--- src/rtl/led_reg_bank.sv ---
`default_nettype none
// ============================================================================
// Module      : led_reg_bank
// Description : Bank of WIDTH registered status bits, each driving an LED.
//               Every channel has a load-enabled data register and an
//               optional pulse stretcher, so that short events remain visible.
//               All stretchers share one prescaled timebase tick.
//
//               Optional feature macro: LED_BLINK_EN
//                 Adds blink_i and a global phase flop that toggles on every
//                 tick. Blinking channels are gated by the phase.
//
// Ports       : clk_i          clock, rising edge
//               rst_i          asynchronous reset, active-high
//               en_i           load enable for the data register
//               d_i            status data (WIDTH)
//               stretch_i      per-channel mode, 0 = level, 1 = stretch
//               stretch_len_i  stretch length in ticks (STRETCH_W)
//               blink_i        per-channel blink enable (LED_BLINK_EN only)
//               q_o            registered status (WIDTH)
//               led_o          LED drive, 1 = LED on (WIDTH)
//               tick_o         timebase tick strobe
//
// Revision    : 1.0 - initial release
// ============================================================================
module led_reg_bank #(
    parameter int WIDTH     = 8,
    parameter int STRETCH_W = 4,
    parameter int PRESCALE  = 1024
) (
    input  logic                 clk_i,
    input  logic                 rst_i,
    input  logic                 en_i,
    input  logic [WIDTH-1:0]     d_i,
    input  logic [WIDTH-1:0]     stretch_i,
    input  logic [STRETCH_W-1:0] stretch_len_i,
`ifdef LED_BLINK_EN
    input  logic [WIDTH-1:0]     blink_i,
`endif
    output logic [WIDTH-1:0]     q_o,
    output logic [WIDTH-1:0]     led_o,
    output logic                 tick_o
);

    localparam int                 c_PRE_W   = $clog2(PRESCALE);
    localparam logic [c_PRE_W-1:0] c_PRE_MAX = c_PRE_W'(PRESCALE - 1);

    logic [c_PRE_W-1:0] r_pre;
    logic [WIDTH-1:0]   r_q;
    logic [WIDTH-1:0]   r_q_d;
    logic [WIDTH-1:0]   w_rise;
    logic [WIDTH-1:0]   w_base;
    logic               w_tick;

    // ------------------------------------------------------------------
    // Shared timebase: tick is a decode of the terminal count, so it is
    // one cycle wide and first appears PRESCALE-1 edges after reset.
    // ------------------------------------------------------------------
    assign w_tick = (r_pre == c_PRE_MAX);

    always_ff @(posedge clk_i or posedge rst_i) begin
        if (rst_i) begin
            r_pre <= '0;
        end else if (w_tick) begin
            r_pre <= '0;
        end else begin
            r_pre <= r_pre + c_PRE_W'(1);
        end
    end

    // ------------------------------------------------------------------
    // Data register and its one-cycle delayed copy for edge detection
    // ------------------------------------------------------------------
    always_ff @(posedge clk_i or posedge rst_i) begin
        if (rst_i) begin
            r_q   <= '0;
            r_q_d <= '0;
        end else begin
            if (en_i) begin
                r_q <= d_i;
            end
            r_q_d <= r_q;
        end
    end

    // High in the first cycle a channel's registered bit reads 1
    assign w_rise = r_q & ~r_q_d;

    // ------------------------------------------------------------------
    // Per-channel stretch counters
    // ------------------------------------------------------------------
    generate
        for (genvar gi = 0; gi < WIDTH; gi++) begin : g_chan
            logic [STRETCH_W-1:0] r_cnt;

            // Priority: mode off clears, a rise (re)loads and wins over a
            // coincident tick, otherwise a tick decrements down to zero.
            always_ff @(posedge clk_i or posedge rst_i) begin
                if (rst_i) begin
                    r_cnt <= '0;
                end else if (!stretch_i[gi]) begin
                    r_cnt <= '0;
                end else if (w_rise[gi]) begin
                    r_cnt <= stretch_len_i;
                end else if (w_tick && (r_cnt != '0)) begin
                    r_cnt <= r_cnt - STRETCH_W'(1);
                end
            end

            // The counter is held at zero in level mode, so OR-ing it in
            // unconditionally keeps led a pure decode of registers; clearing
            // stretch_i removes the extension one cycle later.
            assign w_base[gi] = r_q[gi] | (r_cnt != '0);
        end
    endgenerate

    // ------------------------------------------------------------------
    // LED drive
    // ------------------------------------------------------------------
`ifdef LED_BLINK_EN
    logic r_phase;

    always_ff @(posedge clk_i or posedge rst_i) begin
        if (rst_i) begin
            r_phase <= 1'b0;
        end else if (w_tick) begin
            r_phase <= ~r_phase;
        end
    end

    // Blinking channels show base only while the phase is high
    assign led_o = w_base & (~blink_i | {WIDTH{r_phase}});
`else
    assign led_o = w_base;
`endif

    assign q_o    = r_q;
    assign tick_o = w_tick;

endmodule
`default_nettype wire

--- config.mk ---
export PLATFORM = sky130hd
export DESIGN_NAME = led_reg_bank
export DESIGN_NICKNAME = d
export VERILOG_FILES = /design/src/rtl/led_reg_bank.sv
export SDC_FILE = /design/constraint.sdc
export NUM_CORES = 1
export LEC_CHECK = 0
export ABC_CLOCK_PERIOD_IN_PS = 2000
export CORE_MARGIN = 8
export CORE_UTILIZATION = 50
export DETAILED_ROUTE_END_ITERATION = 6
export GPL_ROUTABILITY_DRIVEN = 0
export PLACE_DENSITY_LB_ADDON = 0.2
export RECOVER_POWER = 100
export SYNTH_ARGS = -nofsm -noshare
export SYNTH_HDL_FRONTEND = slang
export SYNTH_SLANG_ARGS = --single-unit
--- constraint.sdc ---
create_clock -name clk_i -period 2 [get_ports clk_i]
set_clock_uncertainty 0.2 [all_clocks]
set_input_delay 0.4 -clock clk_i [delete_from_list [all_inputs] [get_ports clk_i]]
set_output_delay 0.4 -clock clk_i [all_outputs]
set_load 0.02 [all_outputs]
Yosys cells after proc, flatten, opt, wreduce, memory -nomap -nowiden
Index checks and enable logic that the tools add are counted.

operators by class
  add/subtract/negate cells = 9
  eq/ne operators = 9
  muxes and demuxes = 25
  bitwise operators = 10
  reduce and logical (&&, ||, !) cells = 16

operators with widths
  operator                                          number
  2-to-1 mux 4 bit                                  24
  nonzero test 4 bit                                8
  subtractor 4 x 1 -> 4 bit, second input constant  8
  != test 3 x 1 -> 1 bit, second input constant     8
  adder 10 x 1 -> 10 bit, second input constant     1
  == test 10 bit, second input constant             1
  2-to-1 mux 10 bit                                 1
  bitwise AND 8 bit                                 1
  logical AND 1 bit                                 8
  inverter 8 bit                                    1
  OR 1 bit                                          8

storage, ports and cells
  bits in registers = 58
  bits of input ports = 23
  output and inout port bits = 17

Depth between registers and ports, before layout
Gate-level depths: netlist (run 1).

  depth after elaboration = 5
  gate-level depth with buffers = 7
  depth with buffers taken out = 6

Worst setup path after synthesis (run 1)
Ideal clock, no wire load.

  kind = register to register
  start = reg r_pre[0]
  end = reg g_chan[0].r_cnt[3]
  arrival time = 1858 ps
  required time = 1718 ps
  setup slack = -140 ps
  cell stages (with the launch flop) = 7
  path buffers = 1
  period minus slack after synthesis = 2140 ps
  cells stage by stage = dfrtp_1 > ha_1 > nand4_1 > or3_4 > clkbuf_2 > or4_1 > a31oi_1

on the way
  longest elaborated chain between the ends = 3

ends and longest elaborated chain
  item                              RTL line  source
  from (decl)                       48        logic [c_PRE_W-1:0] r_pre;
  from (signal assigned)            67        r_pre <= r_pre + c_PRE_W'(1);
  == test 10 bit                    59        assign w_tick = (r_pre == c_PRE_MAX);
  logical AND 1 bit                 105       end else if (w_tick && (r_cnt != '0)) begin
  != test 3 x 1 -> 1 bit (no line)  -
  to (signal assigned)              104       r_cnt <= stretch_len_i;
  to (signal assigned)              106       r_cnt <= r_cnt - STRETCH_W'(1);
  to (decl)                         94        logic [STRETCH_W-1:0] r_cnt;

Every way passes these cells.
A chain may end at the register's enable or synchronous reset.

Worst setup path in the final report (run 1)
  start = reg r_pre[0]
  end = reg g_chan[7].r_cnt[3]

on the way
  longest elaborated chain between the ends = 3

ends and longest elaborated chain
  item                              RTL line
  == test 10 bit                    59
  logical AND 1 bit                 105
  != test 3 x 1 -> 1 bit (no line)  -
  to (signal assigned)              104
  to (signal assigned)              106
  to (decl)                         94

Every way passes these cells.

==> impl_metrics.csv, run 1 <==
group,metric,value,unit
run_status,status,"finished, violations left",
run_status,violations,"negative setup slack",
finish,final_common_cell,"buf_4",
synth,synth_warnings,0,
setup_path,endpoint,"g_chan[7].r_cnt[3]$_DFFE_PP0P_",
pwr,sequentialPowerShare,40.8,%
timing,fin_ws,-0.1823,ns
route,drt_wl_total,9525,um
synth,yosys-top-cells-area,"dfrtp_1, ha_1, o21ai_0",
synth,synth_edf_count,0,
route,ant_nets,0,
finish,seq_area,0.001451,mm2
setup_path,crit_chain,"ha_2 -> nand4_1 -> or3_4 -> buf_12 -> or4_1 -> a31oi_1",
clocking,h-tree-depth,3,
synth,ys.flop_type,"dfrtp_1",
setup_path,path_max_fanout,10,
grt,grt_pass1_vias,3014,
floorplanning,rows,28,
finish,multiInputGateArea,0.001789,mm2
pwr,pwr-share-clk,30.3,%
setup_path,reg2regPathDepth,6,
timing,finalSetupViolCount,12,
finish,fill_cells,350,
pwr,comb_power_share,28.9,%
synth,netlist_instances,319,
pwr,power,3308,uW
timing,hold_violations,0,
setup_path,startpoint_type,"register",
finish,most-common-layout-cells,"buf_4, dfrtp_1, o21ai_0",
clocking,cts_inserted_buffers,9,
timing,tightest_slew,0.7931,ns
synth,synth_cell_types,34,
pwr,internal-power,2309,uW
synth,syn_nets,359,
setup_path,critPathKind,"reg2reg",
placed_design,post-dp-hpwl,5509,um
finish,antenna_cells,0,
synth,ys_ff_latch,58,
timing,finalCritPeriodShare,109.1,%
pwr,leakage,0.002114,uW
floorplanning,fp.dieW,94.78,um
floorplanning,die_h,94.78,um
setup_path,cp-end-kind,"register",
floorplanning,initial_utilization,52.10,%
timing,post-route-min-period,2.182,ns
setup_path,crit_slowest_cell,"or4_1",
route,post_drt_wl_per_cell,18.35,um
timing,relSlewSlack,47.13,%
synth,syn_avg_cell_area,9.727,um2
clocking,clk_path_buf_depth,2,
floorplanning,design.die.area,0.008982,mm2
route,drc,0,
clocking,tritoncts,"done",
route,first_pass_iters,4,
grt,grt_pass1_wl,14230,um
synth,async_flop_share,100.0,%
route,vias,3003,
grt,antenna_found_initial,0,
setup_path,cp_data_required_time,2.07,ns
timing,fin_tns_setup,-1.165,ns
job,maxCapViolCount,0,
floorplanning,coreArea,0.005956,mm2
grt,grt_usage,20.35,%
grt,grt.overflow.total,0,
route,dr.first_iter.drc_count,238,
setup_path,cpPeakStageDelay,0.51,ns
synth,ys_seq_area_share,46.77,%
clocking,cts_root_buf,"clkbuf_8",
setup_path,r2r_end,"g_chan[7].r_cnt[3]$_DFFE_PP0P_",
clocking,clock_latency,0.34,ns
clocking,clkSlewWorstSetupHoldPaths,0.07,ns
finish,drive_gt1_share,37.84,%
floorplanning,ios,40,
finish,syn2layout_area_growth,51.65,%
min_path,min-delay-path-class,"reg2reg",
grt,grt_max_degree,59,
pwr,swShare,30.20,%
timing,drv_slew,0,
clocking,postCtsHoldBufs,0,
pwr,p_sw,998.8,uW
pwr,ir_drop,0.6358,mV
pwr,powerDensity,702.9,mW/mm2
timing,max_freq,0.4582,GHz
route,viasPerCell,5.786,
timing,grt_setup_unrepaired,"yes",
setup_path,startpoint,"r_pre[0]$_DFF_PP0_",
finish,nets,479,
setup_path,reg2reg_slack,-0.18,ns
placed_design,io_buffers,39,
setup_path,r2r_start,"r_pre[0]$_DFF_PP0_",
synth,synth_area,0.003103,mm2
clocking,numClockSinks,58,
synth,synth_top_area_share,46.77,%
finish,postLayoutCoreUtil,79.01,%
setup_path,cp.arrival,2.25,ns
synth,yosys.area.top_type,"dfrtp_1",
how the worst min path moves through the flow:
stage | start | end | slack [ns] | depth (start not counted)
2_1_floorplan | r_pre[6]$_DFF_PP0_ | r_pre[6]$_DFF_PP0_ | 0.24 | 1
3_3_place_gp | q_o[7]$_DFFE_PP0P_ | r_q_d[7]$_DFF_PP0_ | 0.22 | 0
3_5_place_dp | q_o[7]$_DFFE_PP0P_ | r_q_d[7]$_DFF_PP0_ | 0.23 | 0
4_1_cts | q_o[7]$_DFFE_PP0P_ | r_q_d[7]$_DFF_PP0_ | 0.24 | 0
5_1_grt | q_o[7]$_DFFE_PP0P_ | r_q_d[7]$_DFF_PP0_ | 0.26 | 0
6_report | q_o[7]$_DFFE_PP0P_ | r_q_d[7]$_DFF_PP0_ | 0.24 | 0
timing repair:
action	CTS	global route
endpoints found under the setup margin	18	42
cloned	0	1
pin swaps	5	10
resized for setup	79	56
endpoints found under the hold margin	0	0
setup buffers	10	11
kinds of logic after synthesis:
group / after synthesis / synth area share (%)
mux: 8 / 2.903
flops: 58 / 46.77
fa+ha+maj: 17 / 6.855
xor+xnor: 14 / 3.952
compound gates: 83 / 15.65
simple gates: 96 / 18.59
buf+inv: 43 / 5.282
critical path, delay by kind of cell, from the launching register on:
kind	cells	cell delay, ns
and+or+nand+nor	3	1.00
buffers and inverters	1	0.16
adders and majority gates	1	0.20
AOI/OAI and AO/OA	1	0.18
DFF	1	0.37
power groups by stage:
stage                     sequential, uW  clock (uW)  combinational [uW]
final                               1350        1000                 955
after global placement              1340           0                 716
after detailed placement            1340           0                 743
after global routing                1360        1070                1030
after CTS                           1340        1010                 829
after floorplan                     1360           0                 354
registers in the layout, summed over array words and instances, names as in the netlist:
signal	count
q_o	8
g_chan.r_cnt	32
r_pre	10
r_q_d	8
synthesized netlist by cell type, drive strengths merged, types with 2 or more instances:
cell	instances
nor4	8
buf	7
ha	17
xnor2	12
nand2	10
a21oi	13
nor3b	8
or4	7
nand2b	18
xor2	2
o21ai	39
inv	30
nand3	16
dfrtp	58
nand4	5
clkbuf	5
nor2	9
mux2	8
a31oi	18
or3	5
nand4b	6
o221ai	7
a31o	4
layer usage:
metal,vias to the layer above,global-route usage [%],wire [um]
met4,0,7.022,180
met2,101,35.86,5043
met3,33,5.873,546
met5,-,0,0
met1,1479,22.97,3755
li1,1390,-,-
layout make-up:
class,instances,area share (%)
clock buffers,14,3.669
flip-flops and latches,58,30.84
repair buffers,121,22.68
clock inverters,2,0.2127
multi-input cells,218,38.02
inverters,31,2.579
well taps,75,1.994
metrics by stage:
step | hold slack [ns] | cells | worst slack [ns] | area [um2]
floorplan | 0.2445 | 319 | -0.1039 | 3120
global placement | 0.2198 | 483 | -0.2565 | 4024
detailed placement | 0.2306 | 483 | -0.2765 | 4024
CTS | 0.2384 | 509 | -0.1176 | 4399
global route | 0.2571 | 519 | -0.2705 | 4706
finish | 0.2355 | 519 | -0.1823 | 4706
Power figures use the tool's default switching activity.
==> run 2, diff against run 1 <==
CORE_UTILIZATION = 35   (was 50)
==> run 2 against run 1 <==
The run still ends with negative setup slack left. First-iteration DRC count is 61% lower. Worst hold slack improved by 0.0086 ns. Final cell count is 5.2% higher. Sequential power about the same. Critical endpoint is now tick_o. Largest cell class unchanged. Largest power group unchanged.
==> impl_metrics.csv, run 2 (synthesis gave the netlist of run 1 again) <==
group,metric,value,unit
finish,syn2layout_area_growth,45.85,%
finish,final_common_cell,"buf_4",
timing,drv_slew,0,
clocking,numClockSinks,58,
clocking,tritoncts,"done",
grt,grt_usage,15.00,%
placed_design,post-dp-hpwl,5442,um
setup_path,cp-end-kind,"output port",
pwr,ir_drop,0.4863,mV
finish,drive_gt1_share,34.25,%
finish,antenna_cells,0,
clocking,h-tree-depth,3,
timing,relSlewSlack,45.70,%
route,post_drt_wl_per_cell,15.88,um
clocking,clkSlewWorstSetupHoldPaths,0.06,ns
floorplanning,design.die.area,0.01213,mm2
finish,most-common-layout-cells,"buf_4, dfrtp_1, o21ai_0",
timing,fin_tns_setup,-0.7554,ns
floorplanning,die_h,110.2,um
route,dr.first_iter.drc_count,94,
timing,fin_ws,-0.1497,ns
finish,top_register,"g_chan.r_cnt",
floorplanning,fp.dieW,110.2,um
timing,grt_setup_unrepaired,"yes",
timing,max_freq,0.4652,GHz
job,maxCapViolCount,0,
timing,finalCritPeriodShare,107.5,%
setup_path,crit_chain,"ha_2 -> nand4_1 -> or3_4 -> inv_2 -> buf_6",
placed_design,io_buffers,39,
route,drc,0,
clocking,clk_path_buf_depth,2,
grt,grt.overflow.total,0,
run_status,violations,"negative setup slack",
finish,largest_reg_flops,32,
setup_path,cp_data_required_time,1.40,ns
floorplanning,rows,34,
timing,hold_violations,0,
finish,top_regs,"g_chan.r_cnt (32), r_pre (10)",
route,first_pass_iters,4,
route,viasPerCell,5.229,
finish,postLayoutCoreUtil,52.15,%
setup_path,path_max_fanout,3,
grt,antenna_found_initial,0,
floorplanning,coreArea,0.008678,mm2
pwr,leakage,0.001946,uW
finish,nets,475,
setup_path,cp.arrival,1.55,ns
floorplanning,ios,40,
timing,tightest_slew,0.8145,ns
grt,grt_max_degree,59,
route,drt_wl_total,8673,um
grt,grt_pass1_wl,14150,um
route,ant_nets,0,
pwr,powerDensity,681.3,mW/mm2
setup_path,startpoint_type,"register",
timing,post-route-min-period,2.150,ns
route,vias,2855,
clocking,cts_inserted_buffers,9,
clocking,clock_latency,0.33,ns
setup_path,critPathKind,"reg2out",
timing,finalSetupViolCount,9,
grt,grt_pass1_vias,2974,
clocking,cts_root_buf,"clkbuf_8",
setup_path,crit_slowest_cell,"or3_4",
run_status,status,"finished, violations left",
floorplanning,initial_utilization,35.76,%
min_path,min-delay-path-class,"reg2reg",
setup_path,cpPeakStageDelay,0.38,ns
## run 2: changes by cell type in the layout (fill, tap and decap cells not counted), moves of 3 or more
cell / before / now
clkbuf_1: 2 / 12
clkinv_2: 3 / 0
dlymetal6s2s_1: 6 / 0
nor4_4: 4 / 1
buf_6: 11 / 8
buf_4: 77 / 74
nor4_1: 2 / 5
## run 2: what timing repair did
item / CTS / global route
endpoints found under the hold margin: 0 / 0
hold buffers: 0 / 0
endpoints found under the setup margin: 18 / 31
resized for setup: 73 / 47
cloned: 0 / 1
pin swaps: 3 / 10
buffers inserted: 4 / 15
## run 2: critical path, delay by kind of cell, from the launching register on
kind                     cells  cell delay (ns)
buffers and inverters        2             0.19
adder cells (fa/ha/maj)      1             0.19
flip-flops                   1             0.36
AND/OR/NAND/NOR              2             0.48
## run 2: where the power goes
group	switching, uW	internal (uW)	total [uW]
clock network	431	472	903
logic	397	439	837
registers	79.0	1260	1340
total	907	2180	3080
## run 2: stage by stage
stage,area (um2),power (uW),cells,hold slack (ns),worst slack [ns]
global placement,4035,2065,512,0.2203,-0.2422
CTS,4318,3053,530,0.2466,-0.1426
detailed placement,4035,2077,512,0.2322,-0.2923
finish,4526,3083,546,0.2441,-0.1497
global route,4526,3259,546,0.2679,-0.2330
floorplan,3120,1710,319,0.2445,-0.1039
## run 2: worst paths after layout
kind | startpoint | slack, ns | cells after the start | end
max | r_pre[0]$_DFF_PP0_ | -0.15 | 5 | tick_o
min | q_o[0]$_DFFE_PP0P_ | 0.24 | 0 | r_q_d[0]$_DFF_PP0_
max reg2reg | r_pre[0]$_DFF_PP0_ | -0.14 | 6 | g_chan[7].r_cnt[3]$_DFFE_PP0P_
min reg2reg | q_o[0]$_DFFE_PP0P_ | 0.24 | 0 | r_q_d[0]$_DFF_PP0_
max in group asynchronous | rst_i | 0.44 | 3 | g_chan[3].r_cnt[0]$_DFFE_PP0P_
min in group asynchronous | rst_i | 0.62 | 3 | g_chan[6].r_cnt[2]$_DFFE_PP0P_
## run 2: metal layers
layer  routed length (um)  global-route usage (%)  part of all wire (%)
met1                 3742                   18.23                    43
met2                 4277                   25.00                    49
met3                  496                   4.186                   5.7
met4                  157                   5.233                   1.8
met5                    0                       0                     0
## run 2: final cells by class
type	instances	area (um2)
multi-input combinational	218	1704
timing repair buffer	117	962.2
tap	108	135.1
fill	827	4153
inverter	31	120.1
sequential	58	1451
clock buffer	14	152.6
==> run 3, diff against run 2 <==
CORE_UTILIZATION = 45   (was 35)
CTS_BUF_LIST = sky130_fd_sc_hd__clkbuf_16   (was default)
==> run 3 against run 2 <==
The run still ends with negative setup slack left. Global-route usage grew 2.7 points. Sequential power barely moved. Final area is 3.6% higher. Total power up 15%. Setup slack about the same. Sequential cell count unchanged. First-iteration DRC count grew 66%. Largest power group unchanged.
==> impl_metrics.csv, run 3 (synthesis gave the netlist of run 1 again) <==
group,metric,value,unit
route,drc,0,
finish,top_regs,"g_chan.r_cnt (32), r_pre (10)",
clocking,numClockSinks,58,
route,dr.first_iter.drc_count,156,
timing,finalCritPeriodShare,107.5,%
pwr,pwr-share-clk,37.1,%
pwr,internal-power,2535,uW
route,vias,2956,
timing,hold_violations,0,
pwr,p_sw,1010,uW
placed_design,placed_area,0.003985,mm2
pwr,ir_drop,0.5545,mV
grt,grt_pass1_wl,13780,um
grt,antenna_found_initial,0,
setup_path,path_max_fanout,10,
pwr,powerDensity,755.9,mW/mm2
floorplanning,initial_utilization,46.18,%
grt,grt_pass1_vias,2974,
clocking,tritoncts,"done",
pwr,leakage,0.002074,uW
grt,grt.overflow.total,0,
finish,syn2layout_area_growth,51.13,%
timing,tightest_slew,0.8235,ns
clocking,clock_latency,0.32,ns
placed_design,io_buffers,39,
timing,finalSetupViolCount,11,
setup_path,critPathKind,"reg2reg",
clocking,h-tree-depth,3,
timing,post-route-min-period,2.150,ns
timing,grt_setup_unrepaired,"yes",
placed_design,post-dp-hpwl,5277,um
job,maxCapViolCount,0,
timing,relSlewSlack,45.10,%
finish,most-common-layout-cells,"buf_4, dfrtp_1, o21ai_0",
floorplanning,die_h,99.04,um
route,viasPerCell,5.718,
clocking,clk_path_buf_depth,2,
run_status,status,"finished, violations left",
finish,final_common_cell,"buf_4",
route,ant_nets,0,
finish,design_area,0.004690,mm2
finish,largest_reg_flops,32,
finish,antenna_cells,0,
finish,fill_cells,493,
grt,grt_max_degree,59,
clocking,postCtsHoldBufs,0,
clocking,cts_root_buf,"clkbuf_16",
setup_path,cp.arrival,2.20,ns
floorplanning,design.die.area,0.009809,mm2
placed_design,pre_cts_ws,-0.2948,ns
setup_path,reg2reg_slack,-0.15,ns
timing,max_freq,0.4651,GHz
finish,drive_gt1_share,36.16,%
grt,grt_usage,17.72,%
floorplanning,fp.dieW,99.04,um
floorplanning,ios,40,
finish,postLayoutCoreUtil,69.80,%
setup_path,cp_data_required_time,2.05,ns
pwr,comb_power_share,24.8,%
pwr,sequentialPowerShare,38.0,%
floorplanning,coreArea,0.006719,mm2
pwr,swShare,28.49,%
run_status,violations,"negative setup slack",
setup_path,cp-end-kind,"register",
route,post_drt_wl_per_cell,16.97,um
setup_path,startpoint_type,"register",
floorplanning,rows,30,
finish,top_register,"g_chan.r_cnt",
timing,drv_slew,0,
route,drt_wl_total,8776,um
clocking,clkSlewWorstSetupHoldPaths,0.05,ns
finish,nets,473,
timing,fin_ws,-0.1500,ns
clocking,cts_inserted_buffers,9,
min_path,min-delay-path-class,"reg2reg",
route,first_pass_iters,5,
[run 3: worst paths after layout]
| kind | start | end | cells past startpoint |
|---|---|---|---|
| worst min register to register | q_o[7]$_DFFE_PP0P_ | r_q_d[7]$_DFF_PP0_ | 0 |
| max in group asynchronous | rst_i | g_chan[3].r_cnt[0]$_DFFE_PP0P_ | 3 |
| min in group asynchronous | rst_i | g_chan[6].r_cnt[0]$_DFFE_PP0P_ | 3 |
| worst max-delay path | r_pre[1]$_DFF_PP0_ | g_chan[7].r_cnt[3]$_DFFE_PP0P_ | 6 |
| worst min-delay path | q_o[7]$_DFFE_PP0P_ | r_q_d[7]$_DFF_PP0_ | 0 |
| worst max register to register | r_pre[1]$_DFF_PP0_ | g_chan[7].r_cnt[3]$_DFFE_PP0P_ | 6 |
[run 3: timing repair]
item / in CTS / in global routing
cloned: 1 / 0
buffers inserted: 5 / 14
pin swaps: 5 / 10
endpoints found under the setup margin: 19 / 36
resized for setup: 76 / 51
[run 3: metrics by stage]
stage / setup TNS (ns) / total power (uW) / instances / hold slack, ns
after floorplan: -0.3858 / 1710 / 319 / 0.2445
after global placement: -1.776 / 2055 / 482 / 0.2182
after detailed placement: -2.623 / 2073 / 482 / 0.2308
after CTS: -0.7185 / 3464 / 503 / 0.2458
after global routing: -2.017 / 3713 / 517 / 0.2653
final: -0.9548 / 3545 / 517 / 0.2356
[run 3: worst max-delay path, cell delays in order (launching register included)]
cell and delay (ns):
dfrtp_1 0.36, ha_2 0.19, nand4_1 0.11, or3_4 0.38, buf_12 0.15, or4_1 0.51, a31oi_1 0.17
[run 3: routing by layer]
metal	share of wire, %	GRT usage [%]	wire [um]
met2	49	29.16	4316
met1	42	20.29	3717
met5	0	0	0
met3	4.8	5.708	417
met4	3.7	8.619	325
[run 3: final cells by class]
type                            instances  area (um2)  area share (%)
Timing Repair Buffer                  115        1012           21.58
Tap cell                               80       100.1           2.134
Clock buffer                            9       225.2           4.803
Inverter                               31       121.4           2.588
Sequential cell                        58        1451           30.95
Multi-Input combinational cell        218        1753           37.38
Clock inverter                          6       26.28          0.5603
[run 3: power groups by stage]
stage               registers (uW)  logic (uW)  clock network [uW]
detailed placement            1340         730                   0
CTS                           1340         774                1350
finish                        1350         881                1320
global placement              1340         714                   0
floorplan                     1360         354                   0
global route                  1360         956                1400
